File: config.mk
export PLATFORM = sky130hd
export DESIGN_NAME = iter_multiplier
export DESIGN_NICKNAME = d
export VERILOG_FILES = /design/src/rtl/mult_pkg.sv /design/src/rtl/digit_mul.sv /design/src/rtl/iter_multiplier.sv
export SDC_FILE = /design/constraint.sdc
export NUM_CORES = 1
export LEC_CHECK = 0
export ABC_AREA = 1
export CORE_ASPECT_RATIO = 1.5
export CORE_MARGIN = 1.5
export CORE_UTILIZATION = 40
export DETAILED_ROUTE_END_ITERATION = 10
export PLACE_DENSITY = 0.67
export SYNTH_ARGS = -nofsm -noshare
export SYNTH_HDL_FRONTEND = slang
export SYNTH_HIERARCHICAL = 1
export SYNTH_SLANG_ARGS = --single-unit
File: constraint.sdc
create_clock -name clk -period 8.51 [get_ports clk]
set_input_delay 0.851 -clock clk [delete_from_list [all_inputs] [get_ports clk]]
set_output_delay 0.851 -clock clk [all_outputs]
set_load 0.01 [all_outputs]
File: src/rtl/mult_pkg.sv
// Shared types and elaboration helpers for the iterative multiplier.
//   state_t  : controller states (IDLE, CALC, FINISH)
//   width_ok : true when an operand width splits evenly into digits
package mult_pkg;

  typedef enum logic [1:0] {
    IDLE,
    CALC,
    FINISH
  } state_t;

  function automatic bit width_ok(int unsigned width, int unsigned subdiv);
    return (subdiv != 0) && (width != 0) && ((width % subdiv) == 0);
  endfunction

endpackage

File: src/rtl/digit_mul.sv
// Combinational unsigned partial product: one multiplier digit times the
// (WIDTH+1)-bit multiplicand magnitude.
//   digit : SUBDIV_SIZE-bit multiplier digit
//   mcand : WIDTH+1-bit multiplicand magnitude
//   pp    : full-width unsigned product
module digit_mul #(
  parameter int unsigned WIDTH       = 8,
  parameter int unsigned SUBDIV_SIZE = 4
) (
  input  logic [SUBDIV_SIZE-1:0]     digit,
  input  logic [WIDTH:0]             mcand,
  output logic [WIDTH+SUBDIV_SIZE:0] pp
);

  localparam int unsigned PPW = WIDTH + SUBDIV_SIZE + 1;

  assign pp = PPW'(digit) * PPW'(mcand);

endmodule

File: src/rtl/iter_multiplier.sv
// Iterative sign-magnitude multiplier. Consumes one SUBDIV_SIZE-bit digit
// of the multiplier per CALC cycle, N = WIDTH/SUBDIV_SIZE cycles per product.
//   clk, rst_n : clock, asynchronous active-low reset
//   start      : request, accepted only in IDLE
//   is_signed  : operands are two's complement when high
//   a, b       : multiplicand, multiplier (captured on accept)
//   busy       : high while an operation is in flight
//   done       : one-cycle pulse when product is updated
//   product    : registered 2*WIDTH-bit result
module iter_multiplier
  import mult_pkg::*;
#(
  parameter int unsigned WIDTH       = 8,
  parameter int unsigned SUBDIV_SIZE = 4
) (
  input  logic               clk,
  input  logic               rst_n,
  input  logic               start,
  input  logic               is_signed,
  input  logic [WIDTH-1:0]   a,
  input  logic [WIDTH-1:0]   b,
  output logic               busy,
  output logic               done,
  output logic [2*WIDTH-1:0] product
);

  localparam int unsigned N  = WIDTH / SUBDIV_SIZE;
  localparam int unsigned CW = (N > 1) ? $clog2(N) : 1;
  localparam int unsigned PW = 2 * WIDTH;
  localparam int unsigned MW = WIDTH + 1;
  localparam int unsigned DW = WIDTH + SUBDIV_SIZE + 1;

  if (!width_ok(WIDTH, SUBDIV_SIZE)) begin : g_width_check
    $error("iter_multiplier: WIDTH must be a non-zero multiple of SUBDIV_SIZE");
  end

  state_t          state, state_next;
  logic [MW-1:0]   mag_a, mag_b;
  logic [MW-1:0]   mag_a_in, mag_b_in;
  logic            neg;
  logic [PW-1:0]   acc;
  logic [PW-1:0]   pp_shifted;
  logic [DW-1:0]   pp;
  logic [CW-1:0]   cnt;
  logic            last_digit;

  // Magnitudes carry one extra bit so |-2^(WIDTH-1)| is representable.
  assign mag_a_in = (is_signed && a[WIDTH-1]) ? (~{1'b1, a}) + MW'(1) : {1'b0, a};
  assign mag_b_in = (is_signed && b[WIDTH-1]) ? (~{1'b1, b}) + MW'(1) : {1'b0, b};

  assign last_digit = (cnt == CW'(N - 1));
  assign busy       = (state != IDLE);

  // mag_b is shifted right each CALC cycle, so the current digit is
  // always its low SUBDIV_SIZE bits.
  digit_mul #(
    .WIDTH       (WIDTH),
    .SUBDIV_SIZE (SUBDIV_SIZE)
  ) u_digit_mul (
    .digit (mag_b[SUBDIV_SIZE-1:0]),
    .mcand (mag_a),
    .pp    (pp)
  );

  // Bits shifted beyond 2*WIDTH are dropped; the result is modulo 2^(2*WIDTH).
  assign pp_shifted = PW'(pp) << (cnt * SUBDIV_SIZE);

  always_ff @(posedge clk or negedge rst_n) begin
    if (!rst_n) state <= IDLE;
    else        state <= state_next;
  end

  always_comb begin
    state_next = state;
    unique case (state)
      IDLE:    if (start) state_next = CALC;
      CALC:    if (last_digit) state_next = FINISH;
      FINISH:  state_next = IDLE;
      default: state_next = IDLE;
    endcase
  end

  always_ff @(posedge clk or negedge rst_n) begin
    if (!rst_n) begin
      mag_a   <= '0;
      mag_b   <= '0;
      neg     <= 1'b0;
      acc     <= '0;
      cnt     <= '0;
      product <= '0;
      done    <= 1'b0;
    end else begin
      done <= 1'b0;
      case (state)
        IDLE: begin
          if (start) begin
            mag_a <= mag_a_in;
            mag_b <= mag_b_in;
            neg   <= is_signed & (a[WIDTH-1] ^ b[WIDTH-1]);
            acc   <= '0;
            cnt   <= '0;
          end
        end
        CALC: begin
          acc   <= acc + pp_shifted;
          mag_b <= mag_b >> SUBDIV_SIZE;
          cnt   <= cnt + CW'(1);
        end
        FINISH: begin
          product <= neg ? ('0 - acc) : acc;
          done    <= 1'b1;
        end
        default: ;
      endcase
    end
  end

endmodule

## Word level (Yosys, flattened, before mapping)

Cells that the tools add are included.

- Bits in registers: 55
- Bits of input ports: 20
- Output and inout bits: 18
- Word-level logic and storage cells: 44

- Add/subtract/negate cells: 5
- Multiply operators: 1
- Equal/unequal tests: 4
- Shift operators: 1
- Muxes and demuxes: 13
- Bitwise operators: 4
- Reduce and logical (&&, ||, !) cells: 8

Operators by type and width:

| cell | number |
|---|---|
| $mux W16 | 2 |
| $pmux W16 S2 | 1 |
| $mux W9 | 3 |
| $add A9 B1 Y9 const B | 2 |
| $not A9 Y9 | 2 |
| $pmux W9 S2 | 1 |
| $add A16 B16 Y16 | 1 |
| $shl A13 B3 Y16 | 1 |
| $sub A1 B16 Y16 const A | 1 |
| $mul A4 B9 Y13 | 1 |
| $reduce_and A2 Y1 | 3 |
| $mux W2 | 2 |
| $ne A2 B2 Y1 const B | 2 |
| $pmux W2 S2 | 1 |
| $reduce_bool A2 Y1 | 2 |
| $eq A2 B1 Y1 const B | 1 |
| $eq A2 B2 Y1 const B | 1 |
| $logic_and A1 B1 Y1 | 2 |
| $logic_not A2 Y1 | 1 |
| $mux W1 | 2 |
| $pmux W1 S2 | 1 |
| $add A1 B1 Y1 const B | 1 |
| $and A1 B1 Y1 | 1 |
| $xor A1 B1 Y1 | 1 |

## Depth between registers and ports, before layout

- Word-level depth: 5
- Mapped depth: 28
- Gate-level depth less buffers: 27

## By module

Netlist, hierarchy kept.

By module, submodules not included:

| module | times used | cells each | area an instance (sq um) | seq. area each (sq um) |
|---|---|---|---|---|
| iter_multiplier | 1 | 547 | 3,818.7 | 1,376.3 |
| digit_mul | 1 | 214 | 1,234.9 | 0.0 |

## Worst setup path after synthesis

No wires, ideal clock.

- Kind: register to register
- From: register mag_b[3]
- To: register acc[14]
- Library setup time: 0.117 ns
- Arrival time: 3.697 ns
- Data required time: 8.393 ns
- Setup slack: 4.695 ns
- Stages on the path, launching flop included: 24
- Path buffers: 1
- Period minus slack after synthesis: 3.815 ns
- Path through: dfrtp_1 -> clkbuf_1 -> nand2_1 -> fa_1 -> fa_1 -> fa_1 -> inv_1 -> nand3_1 -> nand3_1 -> nand2_1 -> nand2_1 -> nand2_1 -> nand2_1 -> inv_1 -> o21ai_0 -> ha_1 -> nand2_1 -> inv_1 -> nand2_1 -> nand2_1 -> a21oi_1 -> nand3_1 -> nand3_1 -> nand2_1

- Word-level cells in the longest chain between the ends: 4

Ends and longest elaborated chain:

| element | RTL line | text |
|---|---|---|
| from (decl) | iter_multiplier.sv:38 | `logic [MW-1:0] mag_a, mag_b;` |
| from (signal assigned) | iter_multiplier.sv:98 | `mag_b <= mag_b_in;` |
| from (signal assigned) | iter_multiplier.sv:106 | `mag_b <= mag_b >> SUBDIV_SIZE;` |
| $mul A4 B9 Y13 | digit_mul.sv:17 | `assign pp = PPW'(digit) * PPW'(mcand);` |
| net pp[8] | iter_multiplier.sv:43 | `logic [DW-1:0] pp;` |
| $shl A13 B3 Y16 | iter_multiplier.sv:66 | `assign pp_shifted = PW'(pp) << (cnt * SUBDIV_SIZE);` |
| $add A16 B16 Y16 | iter_multiplier.sv:105 | `acc <= acc + pp_shifted;` |
| $pmux W16 S2 | iter_multiplier.sv:94 | `case (state)` |
| to (signal assigned) | iter_multiplier.sv:105 |  |
| to (decl) | iter_multiplier.sv:41 | `logic [PW-1:0] acc;` |

The timed path passes the listed nets, and every way through them passes these cells.
A chain may end at the register's enable or synchronous reset.

## Worst setup path in the final report

- From: register mag_b[3]
- To: register acc[12]

The elaborated chain is that of the path after synthesis.

==> Flow_metrics.wiki <==
{| class="wikitable"
! Metric !! Value
|-
| Type of element capturing the critical path || register
|-
| Remaining antenna violation count after routing || 0
|-
| Hold WC Path Type || reg2reg
|-
| CTS H-Tree Depth || 2
|-
| Part of the power in registers || 0.220
|-
| Sum of negative setup slack || 0 ns
|-
| Slew at the pin with the worst max-slew slack || 0.702 ns
|-
| Routability cong. || between 0.8 and 0.9
|-
| Ratio of routed vias to standard cells || 4.81
|-
| WHS || about 0.48 ns
|-
| Initial core utilization || 0.408
|-
| Cell repeated most along the worst path || sky130_fd_sc_hd__nand2_1
|-
| Horizontal die dimension || 94.8 um
|-
| Most used cells in the layout excluding fill and tap cells || 261 x sky130_fd_sc_hd__nand2_1, 148 x sky130_fd_sc_hd__inv_1, 55 x sky130_fd_sc_hd__dfrtp_1, 50 x sky130_fd_sc_hd__nand3_1, 43 x sky130_fd_sc_hd__nor2_1
|-
| Worst setup margin || 4.32 ns
|-
| Setup Skew || 0.00597 ns
|-
| Peak supply drop || between 0.00015 and 0.0002 V
|-
| Clock share of power || 0.099
|-
| Portion of synthesized cell area occupied by the leading cell type || 0.272
|-
| Top-Level Pins || 38
|-
| Residual overflow from global routing || 0
|-
| Antenna violations before repair || 0
|-
| R2R depth || 25
|-
| Number of buffers inserted by post-CTS setup repair || 0
|-
| Number of logic stages on the critical path including buffering || 25
|-
| PnR Total Power || between 0.002 and 0.0025 W
|-
| DRC viols || 0
|-
| Tot GR Track Use || 0.188
|-
| Net count after synthesis || 831
|-
| Pre-CTS setup slack || approximately 4.3 ns
|-
| Die extent in y || between 100 and 150 um
|-
| Part of the cycle the worst path needs || 0.493
|-
| Clk_lat worst skew || roughly 0.30 ns
|-
| Reported net switching power || 0.00120 W
|-
| Design internal power || 0.00107 W
|-
| Min cycle time layout || about 4.2 ns
|-
| Placed cell count || around 940
|-
| Hold violation count in the final report || 0
|-
| Hold-fix buffer count after cts || 0
|-
| Hold depth || 2
|-
| # nets final || 862
|-
| Cell types with the largest area share after synthesis || sky130_fd_sc_hd__dfrtp_1 27%, sky130_fd_sc_hd__nand2_1 19%, sky130_fd_sc_hd__inv_1 11%
|-
| Clock buffers created by TritonCTS || 5
|-
| Via count of the first global-routing pass || 4513
|-
| Commonest non-fill, non-tap cell in the layout || sky130_fd_sc_hd__nand2_1
|-
| Routed WL per cell || 12.1 um
|-
| Peak fanout along the critical path || 10
|-
| Violation count after the first detailed-route iteration || 160
|-
| Layout overhead on the synthesized area || 12.9%
|-
| Number of clock sinks || 55
|-
| Number of warnings printed during yosys synthesis || 6
|-
| Share of synthesized area occupied by flip-flops and latches || 0.272
|-
| Count of state elements after synthesis || 55
|-
| Family of cells with the greatest summed delay on the critical path || adder cells
|-
| Detailed-placement wirelength estimate || 9.44 mm
|-
| Multi-input gate area || 0.00302 mm2
|-
| Core Box Area || roughly 0.012 mm2
|-
| CP peak stage delay || 0.53 ns
|-
| Sequential cell area || 0.00138 mm2
|-
| Number of filler instances in the final layout || 1315
|-
| Cell taking the most area after synthesis || sky130_fd_sc_hd__dfrtp_1
|-
| Buffers added on ports || 37
|-
| Leakage power summed over all cells || 3.27 nW
|-
| Largest net degree at the start of global routing || 56
|-
| Syn Std Cell Area || 0.00505 mm2
|-
| Die ar. || 0.0133 mm2
|-
| Highest clock frequency the design can meet || 0.238 GHz
|-
| Startpoint types || register
|-
| Aggregate routed wire length || 11.5 mm
|-
| Ratio of total power to cell area || roughly 400 mW/mm2
|-
| Combinational share of power || 0.681
|-
| Switching power share of the total || 0.530
|-
| CTS Root Buffer Type || sky130_fd_sc_hd__clkbuf_16
|-
| Cell type of the slowest stage on the worst timing path || sky130_fd_sc_hd__fa_1
|-
| Count of final setup violators || 0
|-
| Slew headroom || 0.532
|-
| RSZ-0062 raised after global routing || false
|-
| Final Max Tran Viols || 0
|-
| Critical path buffer and inverter count || 4
|-
| Layout cell share with drive strength beyond 1 || 0.0555
|-
| Wire length of the first global-routing pass || 20.0 mm
|-
| Buffer levels on the longest clock path || 2
|-
| Synth unique cells || 39
|-
| Number of iterations in the first detailed-routing pass || 4
|-
| Max Cap Viol || 0
|-
| Synthesized area divided by synthesized cell count || around 6.6 um2
|-
| CTS tree || yes
|-
| Clock transition at path regs || 0.07 ns
|-
| Required time worst endpoint || 8.70 ns
|-
| Standard-cell rows || 50
|-
| Status || complete, no violations
|-
| CP arrival || approximately 4.4 ns
|-
| Type of the worst setup path || reg2reg
|-
| Mapped Cells || 761
|-
| Via total after detailed routing || between 4000 and 5000
|-
| Gates resized, CTS repair || 0
|-
| Number of antenna repair diodes || 0
|-
| Filler-free cell count of the finished design || 949
|}
==> power groups by stage <==
stage	Combinational [W]	Clock, W	Sequential, W
floorplan	0.00120	0	0.000464
global placement	0.00152	0	0.000502
detailed placement	0.00154	0	0.000504
CTS	0.00155	0.000230	0.000500
global route	0.00178	0.000238	0.000518
finish	0.00154	0.000224	0.000498
==> worst register-to-register path: stages, from the launching register on <==
cell                      delay, ns
sky130_fd_sc_hd__dfrtp_1       0.50
sky130_fd_sc_hd__nand2_1       0.11
sky130_fd_sc_hd__inv_1         0.06
sky130_fd_sc_hd__fa_1          0.53
sky130_fd_sc_hd__inv_1         0.05
sky130_fd_sc_hd__fa_1          0.52
sky130_fd_sc_hd__inv_1         0.04
sky130_fd_sc_hd__ha_1          0.35
sky130_fd_sc_hd__nand2_1       0.14
sky130_fd_sc_hd__inv_1         0.06
sky130_fd_sc_hd__nand2_1       0.07
sky130_fd_sc_hd__nand2_1       0.05
sky130_fd_sc_hd__nand2_1       0.11
sky130_fd_sc_hd__nand3_1       0.09
sky130_fd_sc_hd__nand2_1       0.07
sky130_fd_sc_hd__nand2_1       0.07
sky130_fd_sc_hd__nand2_1       0.06
sky130_fd_sc_hd__o21ai_0       0.09
sky130_fd_sc_hd__ha_1          0.39
sky130_fd_sc_hd__nand2_1       0.17
sky130_fd_sc_hd__nor2_2        0.16
sky130_fd_sc_hd__nand3_1       0.12
sky130_fd_sc_hd__nand3_1       0.09
sky130_fd_sc_hd__nand2_1       0.05
sky130_fd_sc_hd__nand3_1       0.08
sky130_fd_sc_hd__nand2_1       0.06
==> sequential cells by signal, summed over array words and instances (netlist names) <==
name     count
done         1
neg          1
acc         16
mag_a        9
state        2
cnt          1
product     16
mag_b        9
==> layer usage <==
metal  vias to the layer above  global-route usage  wire (um)
met1                      2070               0.202       4610
met5                         -                   0          0
met3                        19              0.0216        212
met4                         0              0.0660        331
li1                       2404                   -          -
met2                        68               0.365       6370
==> synthesized netlist by cell type <==
library cell                 n
sky130_fd_sc_hd__buf_4       1
sky130_fd_sc_hd__xor2_1     15
sky130_fd_sc_hd__clkbuf_1    6
sky130_fd_sc_hd__and2_1      1
sky130_fd_sc_hd__nor2_1     43
sky130_fd_sc_hd__o221ai_1    1
sky130_fd_sc_hd__a21oi_1    18
sky130_fd_sc_hd__or2_1       2
sky130_fd_sc_hd__xnor2_1     4
sky130_fd_sc_hd__nand3_2     4
sky130_fd_sc_hd__o211ai_1    1
sky130_fd_sc_hd__o21ai_2     2
sky130_fd_sc_hd__nor3_1      3
sky130_fd_sc_hd__nand2_1   261
sky130_fd_sc_hd__a31oi_4     1
sky130_fd_sc_hd__buf_6       2
sky130_fd_sc_hd__dfrtp_1    55
sky130_fd_sc_hd__o31ai_1     1
sky130_fd_sc_hd__inv_4       1
sky130_fd_sc_hd__or2_2       2
sky130_fd_sc_hd__inv_1     148
sky130_fd_sc_hd__o21ai_1    16
sky130_fd_sc_hd__o22ai_1     4
sky130_fd_sc_hd__nor2_4      1
sky130_fd_sc_hd__nor2_2      4
sky130_fd_sc_hd__ha_1       35
sky130_fd_sc_hd__nand4_1     5
sky130_fd_sc_hd__a21oi_2     2
sky130_fd_sc_hd__inv_2       3
sky130_fd_sc_hd__o21ai_0    27
sky130_fd_sc_hd__a31oi_1     1
sky130_fd_sc_hd__nand3_1    50
sky130_fd_sc_hd__nand2_2     8
sky130_fd_sc_hd__nand4_2     1
sky130_fd_sc_hd__buf_2       6
sky130_fd_sc_hd__fa_1       15
sky130_fd_sc_hd__a22oi_1     3
sky130_fd_sc_hd__nand3b_1    4
sky130_fd_sc_hd__nor3_2      4
==> logic make-up (layout without fill, tap and decap cells) <==
kind of cell | Yosys count | in the layout | synth area share
simple gates | 393 | 393 | 0.332
buf+inv | 167 | 199 | 0.130
compound gates | 77 | 77 | 0.0869
flops | 55 | 55 | 0.272
fa+ha+maj | 50 | 50 | 0.146
xor+xnor | 19 | 19 | 0.0329
==> metrics by stage <==
step | util | instance area (um2)
final | 0.461 | 5710
after floorplan | - | 5050
after detailed placement | 0.448 | 5550
after global placement | 0.448 | 5550
after CTS | 0.461 | 5710
after global routing | 0.461 | 5710
==> area by class of cell <==
type,count,share of cell area
Multi-Input combinational cell,539,0.529
Tap cell,156,0.0342
Timing Repair Buffer,39,0.0667
Sequential cell,55,0.241
Clock inverter,1,0.00132
Clock buffer,7,0.0267
Inverter,152,0.100
==> worst paths after layout <==
kind | from | endpoint | slack [ns]
min in group asynchronous | rst_n | acc[2] | 0.66
max in group asynchronous | rst_n | mag_b[3] | 7.37
min reg2reg | product[9] | product[9] | 0.48
max | mag_b[3] | acc[12] | 4.32
max reg2reg | mag_b[3] | acc[12] | 4.32
min | product[9] | product[9] | 0.48
Power figures use the tool's default switching activity.
